## src/rtl/ram_frame_tx.sv

```systemverilog
// Frame transmitter: reads a payload block from the shared 8-bit RAM and sends
// header, length, payload and XOR checksum through the UART byte handshake.
module ram_frame_tx #(
  parameter logic [7:0] HEADER     = 8'hA5,
  parameter int         RD_LATENCY = 1
) (
  input  logic       clk,
  input  logic       rst,
  input  logic       start,
  input  logic [7:0] src,
  input  logic [7:0] len,
  output logic [7:0] ram_addr,
  output logic       ram_rd_en,
  input  logic [7:0] ram_rdata,
  output logic       tx_dv,
  output logic [7:0] tx_byte,
  input  logic       tx_done,
  output logic       busy,
  output logic       done
);

  typedef enum logic [3:0] {
    IDLE,
    SEND_HDR,
    WAIT_HDR,
    SEND_LEN,
    WAIT_LEN,
    FETCH,
    WAIT_RAM,
    SEND_DATA,
    WAIT_DATA,
    SEND_CSUM,
    WAIT_CSUM,
    FINISH
  } state_t;

  // RD_LATENCY is 1..3, so a 2-bit wait counter covers the whole range.
  localparam logic [1:0] LAT_LAST = 2'(RD_LATENCY);

  state_t     state_q, state_d;
  logic [7:0] ram_addr_q, ram_addr_d;
  logic [7:0] count_q, count_d;
  logic [7:0] csum_q, csum_d;
  logic [7:0] frame_len_q, frame_len_d;
  logic [7:0] tx_byte_q, tx_byte_d;
  logic [1:0] lat_q, lat_d;
  logic       ram_rd_en_q, ram_rd_en_d;
  logic       tx_dv_q, tx_dv_d;
  logic       busy_q, busy_d;
  logic       done_q, done_d;

  always_comb begin
    state_d     = state_q;
    ram_addr_d  = ram_addr_q;
    count_d     = count_q;
    csum_d      = csum_q;
    frame_len_d = frame_len_q;
    tx_byte_d   = tx_byte_q;
    lat_d       = lat_q;
    busy_d      = busy_q;
    ram_rd_en_d = 1'b0;
    tx_dv_d     = 1'b0;
    done_d      = 1'b0;

    unique case (state_q)
      IDLE: begin
        if (start) begin
          ram_addr_d  = src;
          count_d     = len;
          frame_len_d = len;
          csum_d      = 8'h00;
          busy_d      = 1'b1;
          state_d     = SEND_HDR;
        end
      end
      SEND_HDR: begin
        tx_byte_d = HEADER;
        tx_dv_d   = 1'b1;
        state_d   = WAIT_HDR;
      end
      WAIT_HDR: begin
        if (tx_done) state_d = SEND_LEN;
      end
      SEND_LEN: begin
        tx_byte_d = frame_len_q;
        tx_dv_d   = 1'b1;
        csum_d    = csum_q ^ frame_len_q;
        state_d   = WAIT_LEN;
      end
      WAIT_LEN: begin
        if (tx_done) state_d = (count_q != 8'd0) ? FETCH : SEND_CSUM;
      end
      FETCH: begin
        ram_rd_en_d = 1'b1;
        lat_d       = 2'd0;
        state_d     = WAIT_RAM;
      end
      WAIT_RAM: begin
        // lat_q counts cycles since the strobe was on the RAM port.
        if (lat_q == LAT_LAST) begin
          tx_byte_d = ram_rdata;
          state_d   = SEND_DATA;
        end else begin
          lat_d = lat_q + 2'd1;
        end
      end
      SEND_DATA: begin
        tx_dv_d    = 1'b1;
        csum_d     = csum_q ^ tx_byte_q;
        ram_addr_d = ram_addr_q + 8'd1;
        count_d    = count_q - 8'd1;
        state_d    = WAIT_DATA;
      end
      WAIT_DATA: begin
        if (tx_done) state_d = (count_q != 8'd0) ? FETCH : SEND_CSUM;
      end
      SEND_CSUM: begin
        tx_byte_d = csum_q;
        tx_dv_d   = 1'b1;
        state_d   = WAIT_CSUM;
      end
      WAIT_CSUM: begin
        if (tx_done) state_d = FINISH;
      end
      FINISH: begin
        done_d  = 1'b1;
        busy_d  = 1'b0;
        state_d = IDLE;
      end
      default: state_d = IDLE;
    endcase
  end

  always_ff @(posedge clk) begin
    if (rst) begin
      state_q     <= IDLE;
      ram_addr_q  <= 8'h00;
      count_q     <= 8'h00;
      csum_q      <= 8'h00;
      frame_len_q <= 8'h00;
      tx_byte_q   <= 8'h00;
      lat_q       <= 2'd0;
      ram_rd_en_q <= 1'b0;
      tx_dv_q     <= 1'b0;
      busy_q      <= 1'b0;
      done_q      <= 1'b0;
    end else begin
      state_q     <= state_d;
      ram_addr_q  <= ram_addr_d;
      count_q     <= count_d;
      csum_q      <= csum_d;
      frame_len_q <= frame_len_d;
      tx_byte_q   <= tx_byte_d;
      lat_q       <= lat_d;
      ram_rd_en_q <= ram_rd_en_d;
      tx_dv_q     <= tx_dv_d;
      busy_q      <= busy_d;
      done_q      <= done_d;
    end
  end

  assign ram_addr  = ram_addr_q;
  assign ram_rd_en = ram_rd_en_q;
  assign tx_dv     = tx_dv_q;
  assign tx_byte   = tx_byte_q;
  assign busy      = busy_q;
  assign done      = done_q;

endmodule

```

## config.mk

```make
export PLATFORM = sky130hd
export DESIGN_NAME = ram_frame_tx
export DESIGN_NICKNAME = d
export VERILOG_FILES = /design/src/rtl/ram_frame_tx.sv
export SDC_FILE = /design/constraint.sdc
export NUM_CORES = 1
export LEC_CHECK = 0
export CAP_MARGIN = 40
export CORE_AREA = 2 2 72 74
export CTS_BUF_LIST = sky130_fd_sc_hd__clkbuf_8
export CTS_CLUSTER_SIZE = 24
export DETAILED_ROUTE_END_ITERATION = 16
export DIE_AREA = 0 0 74 76
export PLACE_DENSITY = 0.84
export SKIP_CTS_REPAIR_TIMING = 1
export SYNTH_ARGS = -nofsm -noshare
export SYNTH_HDL_FRONTEND = slang
export SYNTH_SLANG_ARGS = --single-unit
```

## constraint.sdc

```tcl
create_clock -name clk -period 2.6 [get_ports clk]
set_input_delay 0.39 -clock clk [delete_from_list [all_inputs] [get_ports clk]]
set_output_delay 0.39 -clock clk [all_outputs]
set_load 0.05 [all_outputs]
```

### Word level (Yosys, flattened, before mapping)

Index checks and enable logic that the tools add are counted.

| word-level totals | value |
|---|---|
| flip-flop bits (word level) | 50 |
| bits in latches | 0 |
| RAM bits | 0 |
| memory bits (read-only) | 0 |
| input port bits | 28 |
| output and inout bits | 20 |
| memories kept | 0 |

| cells by class | value |
|---|---|
| $add $sub $neg | 3 |
| multipliers | 0 |
| div/mod/pow operators | 0 |
| $lt $le $gt $ge | 0 |
| equal/unequal tests | 18 |
| shifts and indexed selects | 0 |
| multiplexer cells | 22 |
| bitwise gates (word level) | 2 |
| reduce and logical (&&, ||, !) cells | 16 |

Operators with widths:

| kind | count |
|---|---|
| 4-bit case mux with 10 select lines | 1 |
| 8-bit 2-to-1 mux | 4 |
| 8-bit case mux with 2 select lines | 2 |
| 8-bit case mux with 4 select lines | 1 |
| 4-bit 2-to-1 mux | 6 |
| 8-bit case mux with 3 select lines | 1 |
| 4-bit by 3-bit equality test with 1-bit output (second input constant) | 4 |
| 4-bit equality test (second input constant) | 4 |
| 8-bit bitwise XOR | 2 |
| 2-bit AND reduction | 6 |
| 2-bit inequality test (second input constant) | 5 |
| 8-bit by 1-bit adder with 8-bit output (second input constant) | 1 |
| 4-bit by 2-bit equality test with 1-bit output (second input constant) | 2 |
| 8-bit nonzero test | 1 |
| 8-bit by 1-bit subtractor with 8-bit output (second input constant) | 1 |
| 2-bit nonzero test | 3 |
| 5-bit AND reduction | 1 |
| 4-bit by 1-bit equality test with 1-bit output (second input constant) | 1 |
| 4-bit logical NOT | 1 |
| 1-bit 2-to-1 mux | 4 |
| 2-bit case mux with 2 select lines | 1 |
| 4-bit nonzero test | 1 |
| 4-bit OR reduction | 1 |
| 3-bit nonzero test | 1 |
| other kinds (6) | 6 |

### Logic depth before layout (Yosys ltp)

Gate-level depths: netlist of the first run.

| logic depth | value |
|---|---|
| word-level depth | 4 |
| mapped depth | 8 |
| mapped depth without buffers | 7 |

### Worst setup path before layout of the first run

OpenSTA, ideal clock, no wires.

| timing | value |
|---|---|
| path kind | register -> register |
| from | register count_q[3] |
| to | register state_q[2] |
| library setup time | 0.134 ns |
| arrival time | 1.888 ns |
| setup slack | 0.578 ns |
| stages on the path, launching flop included | 6 |
| path buffers | 0 |
| clock period less this slack | 2.022 ns |
| cells stage by stage | dfxtp_1 -> or4_4 -> or4b_1 -> a311oi_1 -> and3_1 -> a211oi_1 |

| between the ends | value |
|---|---|
| longest elaborated chain between the ends | 4 |

RTL lines:

| element | line | RTL |
|---|---|---|
| start: declaration | 42 | `logic [7:0] count_q, count_d;` |
| start signal: assignment | 150 | `count_q <= count_d;` |
| 8-bit nonzero test | 91, 115 |  |
| 4-bit 2-to-1 mux (2 in series) | 91, 115 |  |
| 4-bit case mux with 10 select lines | 65 | `unique case (state_q)` |
| end signal: assignment | 148 | `state_q <= state_d;` |
| end: declaration | 40 | `state_t state_q, state_d;` |

No other way between the ends. The select of a mux whose other input is x is not followed.
A chain may end at the register's enable or synchronous reset.

### Worst setup path after layout of the first run

| timing | value |
|---|---|
| from | register state_q[0] |
| to | register count_q[5] |

| between the ends | value |
|---|---|
| longest elaborated chain between the ends | 3 |
| elaborated cells between the ends (all ways) | 6 |
| classes of those cells | eq/ne: 2; mux: 1; reduce/logical: 3 |

RTL lines:

| element | line |
|---|---|
| 4-bit by 3-bit equality test with 1-bit output or 4-bit logical NOT (tied branches) | 65 |
| 2-bit nonzero test (no source line) or 2-bit inequality test (tied branches) | -- |
| 2-bit AND reduction (no source line) | -- |

Several ways; a longest one is shown, not always the timed one.

==> results of run 1 <==
==> cells in the final DEF, fill, tap and decap left out, types with 2 or more instances in the layout <==
cell type        instances
a211oi_1                 8
a21oi_1                 27
a221oi_1                 2
a222oi_1                 8
a22oi_1                  4
a311oi_1                 2
a31oi_1                  6
a32oi_1                  2
and3_1                   7
buf_4                   12
clkbuf_8                 5
clkdlybuf4s50_1         47
dfxtp_1                 50
ha_1                     4
inv_1                   11
mux2i_1                  9
nand2_1                 24
nand2b_1                 3
nand3_1                  4
nor2_1                  50
nor2b_1                  2
nor3_1                  18
nor4_1                   4
nor4bb_1                 3
o211ai_1                 3
o21ai_0                  8
o22ai_1                  2
o31ai_1                  3
or2_2                    2
or3_1                    3
or4_4                    2
==> per-stage QoR <==
stage          hold WS [ns]  power (uW)  cells  worst slack [ns]
2_1_floorplan         0.448        2140    311             0.578
3_3_place_gp          0.463        2530    419             0.509
3_5_place_dp          0.471        2560    419             0.440
4_1_cts               0.486        3110    427             0.384
5_1_grt               0.502        3310    427             0.270
6_report              0.485        3120    427             0.361
==> sequential cells by signal, indices dropped and copies added, names as in the netlist <==
signal / flops
ram_addr: 8
done: 1
lat_q: 2
busy: 1
frame_len_q: 8
tx_byte: 8
count_q: 8
ram_rd_en: 1
csum_q: 8
state_q: 4
tx_dv: 1
==> critical path, stage by stage (launching register included) <==
cell      delay [ns]
dfxtp_1         0.73
nand3b_4        0.12
or2_1           0.28
or4_4           0.47
or4_1           0.40
a31oi_1         0.16
==> per-layer routing <==
metal  track usage [%]  up-vias  wire (um)
li1                  -     1238          -
met1              32.8     1207       2730
met2              36.3      106       3060
met3              5.16       10        421
met4              8.00        0        107
met5                 0        -          0
==> cell type report <==
class	instances	area (um^2)	share of cell area, %
Inverter	11	41.3	1.30
Clock buffer	5	68.8	2.16
Timing Repair Buffer	59	561	17.6
Tap cell	70	87.6	2.75
Sequential cell	50	1000	31.4
Clock inverter	3	43.8	1.37
Multi-Input combinational cell	229	1380	43.4
==> power by group <==
part	internal, uW	switching, uW	leakage (uW)	total, uW
clock	289	272	0.0000585	561
sequential	933	207	0.000408	1140
combinational	556	859	0.000698	1420
total	1780	1340	0.00117	3120
==> cell families after synthesis <==
group,Yosys count,share of synthesized area [%]
AOI/OAI and AO/OA,84,22.9
xor gates and xnor gates,2,0.696
adders and majority gates,4,1.99
buffers and inverters,32,5.27
DFF,50,39.8
muxes,9,3.58
and+or+nand+nor,130,25.8
==> worst max path at each step <==
stage / start / end / slack [ns] / cells past startpoint
final: state_q[0] / count_q[5] / 0.36 / 5
after global routing: state_q[0] / count_q[5] / 0.27 / 5
after CTS: state_q[0] / count_q[5] / 0.38 / 5
after detailed placement: state_q[0] / count_q[5] / 0.44 / 5
after global placement: state_q[0] / count_q[5] / 0.51 / 5
after floorplan: count_q[3] / state_q[2] / 0.58 / 5
==> flow_summary.ini, run 1 <==
[outcome]
outcome = complete, no violations

[placement]
portBuffers = 47
gp_congestion = 0.873
placed_area_um2 = 3070
dp_hpwl_um = 4450

[global_routing]
grt.total_usage_pct = 23.7
grt_pass1_vias = 2277
antenna_found_initial = 0
grt_max_degree = 33
grt_pass1_wl_um = 10700
grt-ovfl-total = 0

[logic_synthesis]
netlist_instances = 311
synth_edf_count = 0
netlist_area_um2 = 2520
ys_async_sr_fraction_pct = 0
synth.distinct_cells = 52
synth.avg_cell_area_um2 = 8.09
yosysTopAreaCell = dfxtp_1
ys_ff_latch = 50
yosys-top-cells-count = 50 x dfxtp_1, 50 x nor2_1, 27 x a21oi_1
synth_ff_type = dfxtp_1
synth.area.top_cells = dfxtp_1 40%, nor2_1 7.5%, a21oi_1 5.4%
yosys_warnings = 0
yosys.area.top_type_share_pct = 39.8
synth.net_count = 343
seq_area_frac_synth_pct = 39.8

[detailed_routing]
wl_per_cell_um = 14.8
wirelength_um = 6320
vias = 2561
ant_nets = 0
vias_per_cell = 6.00
drc = 0
drtIter0Drc = 207
detailedRoute.firstPassIterationCount = 5

[finish]
antenna_cells = 0
area_growth_pct = 26.6
num-fill-cells = 415
drive_gt1_share_pct = 7.28
fin_util_pct = 64.9
nets = 388
postLayoutCellArea_um2 = 3190

[sta]
tightest_slew_ns = 0.646
post-route-period-util_pct = 86.1
hold_viol = 0
drv_slew = 0
post-route-min-period_ns = 2.24
timing.fmax_mhz = 447
max_slew_margin_pct = 56.3
fin_skew_ns = 0.00852
setup_violations = 0
totalNegativeSetupSlack_ns = 0
rsz0062_at_grt = false

[power_and_ir_drop]
max-vdd-ir-drop_mv = 0.405
p_leak_uw = 0.00117
power_density_nw_per_um2 = 978

[critical_path]
path_class = reg2reg
reg2reg_to = count_q[5]
reg2reg_slack_ns = 0.36
reg2reg_depth = 5
crit_fanout = 18
start_kind = flop
crit_arrival_ns = 2.48
endpoint_kind = flop
required_ns = 2.84
r2r_start = state_q[0]

[cts]
insertion_delay_ns = 0.31
root_buffer = clkbuf_8
cts_buffer_depth = 2
clkSinkCount = 50
numCtsBuffers = 5
path_clk_slew_ns = 0.10
cts_tree = done
cts_max_level = 2

[floorplanning]
core_um2 = 4910
die_area_um2 = 5620
die_h_um = 76
die_w_um = 74
initial_core_util_pct = 51.2
rows = 26
ios = 48

[flow_run]
max_cap_violations = 0

[min_path]
whs_path_depth = 2
min_to = frame_len_q[3]
hp-start = frame_len_q[3]
hold_class = reg2reg
No activity file was read; power rests on OpenSTA's default activity.
==> run 2, diff against run 1 <==
--- a/config.mk
+++ b/config.mk
@@ -6,12 +6,12 @@
 export NUM_CORES = 1
 export LEC_CHECK = 0
 export CAP_MARGIN = 40
-export CORE_AREA = 2 2 72 74
+export CORE_AREA = 2 2 75 70
 export CTS_BUF_LIST = sky130_fd_sc_hd__clkbuf_8
 export CTS_CLUSTER_SIZE = 24
 export DETAILED_ROUTE_END_ITERATION = 16
-export DIE_AREA = 0 0 74 76
-export PLACE_DENSITY = 0.84
+export DIE_AREA = 0 0 77 72
+export PLACE_DENSITY = 0.85
 export SKIP_CTS_REPAIR_TIMING = 1
 export SYNTH_ARGS = -nofsm -noshare
 export SYNTH_HDL_FRONTEND = slang
==> flow_summary.ini, run 2 (synthesis results as in run 1) <==
[sta]
setup_slack_ns = 0.433
totalNegativeSetupSlack_ns = 0
drv_slew = 0
max_slew_margin_pct = 60.2
rsz0062_at_grt = false
hold_viol = 0
fin_skew_ns = 0.00428
tightest_slew_ns = 0.597
timing.fmax_mhz = 462
post-route-period-util_pct = 83.3
post-route-min-period_ns = 2.17
setup_violations = 0
hold_slack_ns = 0.484

[critical_path]
crit_arrival_ns = 2.40
path_class = reg2reg
endpoint_kind = flop
start_kind = flop
required_ns = 2.84
crit_fanout = 18

[finish]
nets = 389
area_growth_pct = 26.6
layout_common_cells = 50 x nor2_1, 50 x dfxtp_1, 47 x clkdlybuf4s50_1
num-fill-cells = 433
fin_util_pct = 67.2
drive_gt1_share_pct = 7.54
antenna_cells = 0

[global_routing]
grt_max_degree = 45
grt-ovfl-total = 0
antenna_found_initial = 0
grt.total_usage_pct = 23.6
grt_pass1_vias = 2414
grt_pass1_wl_um = 10800

[flow_run]
max_cap_violations = 0

[min_path]
hold_class = reg2reg

[cts]
cts_max_level = 2
path_clk_slew_ns = 0.09
numCtsBuffers = 5
clkSinkCount = 50
root_buffer = clkbuf_8
cts_tree = done
cts_buffer_depth = 2
insertion_delay_ns = 0.30

[detailed_routing]
vias = 2521
wl_per_cell_um = 15.3
wirelength_um = 6480
drtIter0Drc = 280
vias_per_cell = 5.96
ant_nets = 0
drc = 0
detailedRoute.firstPassIterationCount = 5

[placement]
gp_congestion = 0.842
portBuffers = 47
pre_cts_slack_ns = 0.460
dp_hpwl_um = 4470

[floorplanning]
initial_core_util_pct = 53.1
ios = 48
rows = 24
core_um2 = 4740
die_h_um = 72
die_area_um2 = 5540
die_w_um = 77

[power_and_ir_drop]
power_density_nw_per_um2 = 985
p_leak_uw = 0.00117
max-vdd-ir-drop_mv = 0.391
p_total_uw = 3140

[outcome]
outcome = complete, no violations
## run 2: cell types whose count changed in the layout (fill, tap and decap cells not counted), sizes merged
cell  previous run  this run
buf             12        13
## run 2: final cells by class
type	instances	area (um^2)	share of cell area, %
Multi-Input combinational cell	229	1380	43.4
Clock buffer	5	68.8	2.16
Inverter	11	41.3	1.30
Tap cell	65	81.3	2.55
Clock inverter	3	43.8	1.37
Timing Repair Buffer	60	568	17.8
Sequential cell	50	1000	31.4
## run 2: path summary, 6_finish.rpt
check | start | end | slack [ns] | cells after the start
worst max-delay path | state_q[0] | count_q[5] | 0.43 | 5
worst min-delay path | lat_q[1] | lat_q[1] | 0.48 | 2
worst max register to register | state_q[0] | count_q[5] | 0.43 | 5
worst min register to register | lat_q[1] | lat_q[1] | 0.48 | 2
## run 2: through the flow
step | std cells | cell area, um^2
finish | 423 | 3190
floorplan | 311 | 2520
detailed placement | 415 | 3080
CTS | 423 | 3190
global route | 423 | 3190
global placement | 415 | 3080
## run 2: worst max-delay path: stages, from the launching register on
cell      delay, ns
dfxtp_1        0.71
nand3b_4       0.11
or2_1          0.25
or4_4          0.46
or4_1          0.41
a31oi_1        0.16
## run 2: routing by layer
| layer | vias up | wire [um] | share of wire (%) | global-route usage [%] |
|---|---|---|---|---|
| li1 | 1234 | - | - | - |
| met1 | 1196 | 2940 | 45 | 30.5 |
| met2 | 84 | 3150 | 49 | 41.2 |
| met3 | 7 | 340 | 5.2 | 4.23 |
| met4 | 0 | 51 | 0.79 | 6.55 |
| met5 | - | 0 | 0 | 0 |
## run 2: power by group
part | switching [uW] | internal (uW) | total [uW]
Clock | 269 | 289 | 557
Combinational | 867 | 566 | 1430
Sequential | 216 | 933 | 1150
==> run 3, diff against run 2 <==
--- a/config.mk
+++ b/config.mk
@@ -6,12 +6,12 @@
 export NUM_CORES = 1
 export LEC_CHECK = 0
 export CAP_MARGIN = 40
-export CORE_AREA = 2 2 75 70
+export CORE_AREA = 2 2 80 74
 export CTS_BUF_LIST = sky130_fd_sc_hd__clkbuf_8
 export CTS_CLUSTER_SIZE = 24
 export DETAILED_ROUTE_END_ITERATION = 16
-export DIE_AREA = 0 0 77 72
-export PLACE_DENSITY = 0.85
+export DIE_AREA = 0 0 82 76
+export PLACE_DENSITY = 0.8
 export SKIP_CTS_REPAIR_TIMING = 1
 export SYNTH_ARGS = -nofsm -noshare
 export SYNTH_HDL_FRONTEND = slang
==> constraint.sdc (replaced) <==
create_clock -name clk -period 1.7 [get_ports clk]
set_input_delay 0.255 -clock clk [delete_from_list [all_inputs] [get_ports clk]]
set_output_delay 0.255 -clock clk [all_outputs]
set_load 0.05 [all_outputs]
==> flow_summary.ini, run 3 (synthesis results as in run 1) <==
[outcome]
outcome = complete, but fails checks
violations = setup timing

[power_and_ir_drop]
p_total_uw = 5300
p_leak_uw = 0.00136
power_density_nw_per_um2 = 1530
max-vdd-ir-drop_mv = 0.739

[sta]
drv_slew = 0
post-route-min-period_ns = 1.95
hold_viol = 0
setup_violations = 6
hold_slack_ns = 0.482
post-route-period-util_pct = 115
setup_slack_ns = -0.250
timing.fmax_mhz = 513
fin_skew_ns = 0.00799
rsz0062_at_grt = true
tightest_slew_ns = 0.406
max_slew_margin_pct = 72.8

[cts]
cts_buffer_depth = 2
insertion_delay_ns = 0.32
numCtsBuffers = 5
root_buffer = clkbuf_8
clkSinkCount = 50
cts_tree = done
cts_max_level = 2
path_clk_slew_ns = 0.10

[placement]
placed_area_um2 = 3260
portBuffers = 47
dp_hpwl_um = 4970
dp_cells = 446
gp_congestion = 0.864

[critical_path]
required_ns = 1.90
path_class = reg2reg
reg2reg_depth = 5
r2r_start = count_q[6]
reg2reg_slack_ns = -0.25
slowest_stage = or4b_4
endpoint_kind = flop
crit_chain = or4_4, or4b_4, a311oi_1, and3_1, a211oi_1
crit_arrival_ns = 2.15
start_kind = flop
crit_fanout = 4
max_stage_delay_ns = 0.55
reg2reg_to = state_q[2]

[finish]
area_growth_pct = 37.8
postLayoutCellArea_um2 = 3470
num-fill-cells = 453
drive_gt1_share_pct = 23.4
multi_input_area_um2 = 1460
final_common_cell = buf_4
layout_common_cells = 52 x buf_4, 47 x nor2_1, 46 x dfxtp_1
seq_area_um2 = 1010
antenna_cells = 0
nets = 415
stdcell_count = 454

[global_routing]
grt_max_degree = 28
grt-ovfl-total = 0
antenna_found_initial = 0
grt_pass1_wl_um = 11300
grt.total_usage_pct = 22.6
grt_pass1_vias = 2476

[flow_run]
max_cap_violations = 0

[detailed_routing]
wl_per_cell_um = 16.0
detailedRoute.firstPassIterationCount = 6
drtIter0Drc = 278
ant_nets = 0
wirelength_um = 7250
vias = 2687
vias_per_cell = 5.92
drc = 0

[floorplanning]
rows = 26
die_w_um = 82
die_h_um = 76
die_area_um2 = 6230
core_um2 = 5470
initial_core_util_pct = 46.1
ios = 48

[min_path]
min_to = frame_len_q[6]
hold_class = reg2reg
whs_path_depth = 2
hp-start = frame_len_q[6]
==> run 3: cell count changes in the layout (fill, tap and decap cells not counted), moves of 3 or more <==
| cell | previous run | this run |
|---|---|---|
| nor4bb_1 | 3 | 0 |
| dfxtp_2 | 0 | 3 |
| clkdlybuf4s50_1 | 47 | 27 |
| dfxtp_1 | 50 | 46 |
| nor2_1 | 50 | 47 |
| buf_6 | 0 | 4 |
| buf_4 | 13 | 52 |
==> run 3: worst max-delay path by stage <==
stage	end	cells past startpoint	slack (ns)	start
2_1_floorplan	state_q[2]	5	-0.27	count_q[4]
3_3_place_gp	state_q[2]	5	-0.28	count_q[6]
3_5_place_dp	state_q[2]	5	-0.30	count_q[6]
4_1_cts	state_q[2]	5	-0.32	count_q[6]
5_1_grt	state_q[2]	5	-0.30	count_q[6]
6_report	state_q[2]	5	-0.25	count_q[6]
==> run 3: final cells by class <==
cell class | count | share of cell area, %
inverter | 11 | 1.19
clock inverter | 3 | 1.37
timing repair buffer | 86 | 21.8
sequential | 50 | 29.1
multi-input combinational | 229 | 42.0
tap | 70 | 2.53
clock buffer | 5 | 1.98
==> run 3: report_power, final <==
part	internal [uW]	switching, uW
logic	1150	1590
registers	1440	237
clock network	450	444
total	3030	2270
==> run 3: worst max-delay path: cells and delay by family (launching register included) <==
family	cells	cell delay, ns
AOI/OAI and AO/OA	2	0.25
DFF	1	0.32
and+or+nand+nor	3	1.26
==> run 3: routing by layer <==
metal	GRT usage [%]	part of all wire, %	vias up
met3	3.91	5.5	18
met5	0	0	-
met1	30.0	43	1276
li1	-	-	1289
met2	36.3	49	104
met4	8.17	2.2	0
==> run 3: metrics by stage <==
stage	setup slack, ns	utilization, %	setup TNS, ns
floorplan	-0.274	-	-0.863
global placement	-0.279	59.6	-0.878
detailed placement	-0.299	59.6	-1.11
CTS	-0.316	61.7	-1.70
global route	-0.303	63.5	-1.61
finish	-0.250	63.5	-0.873
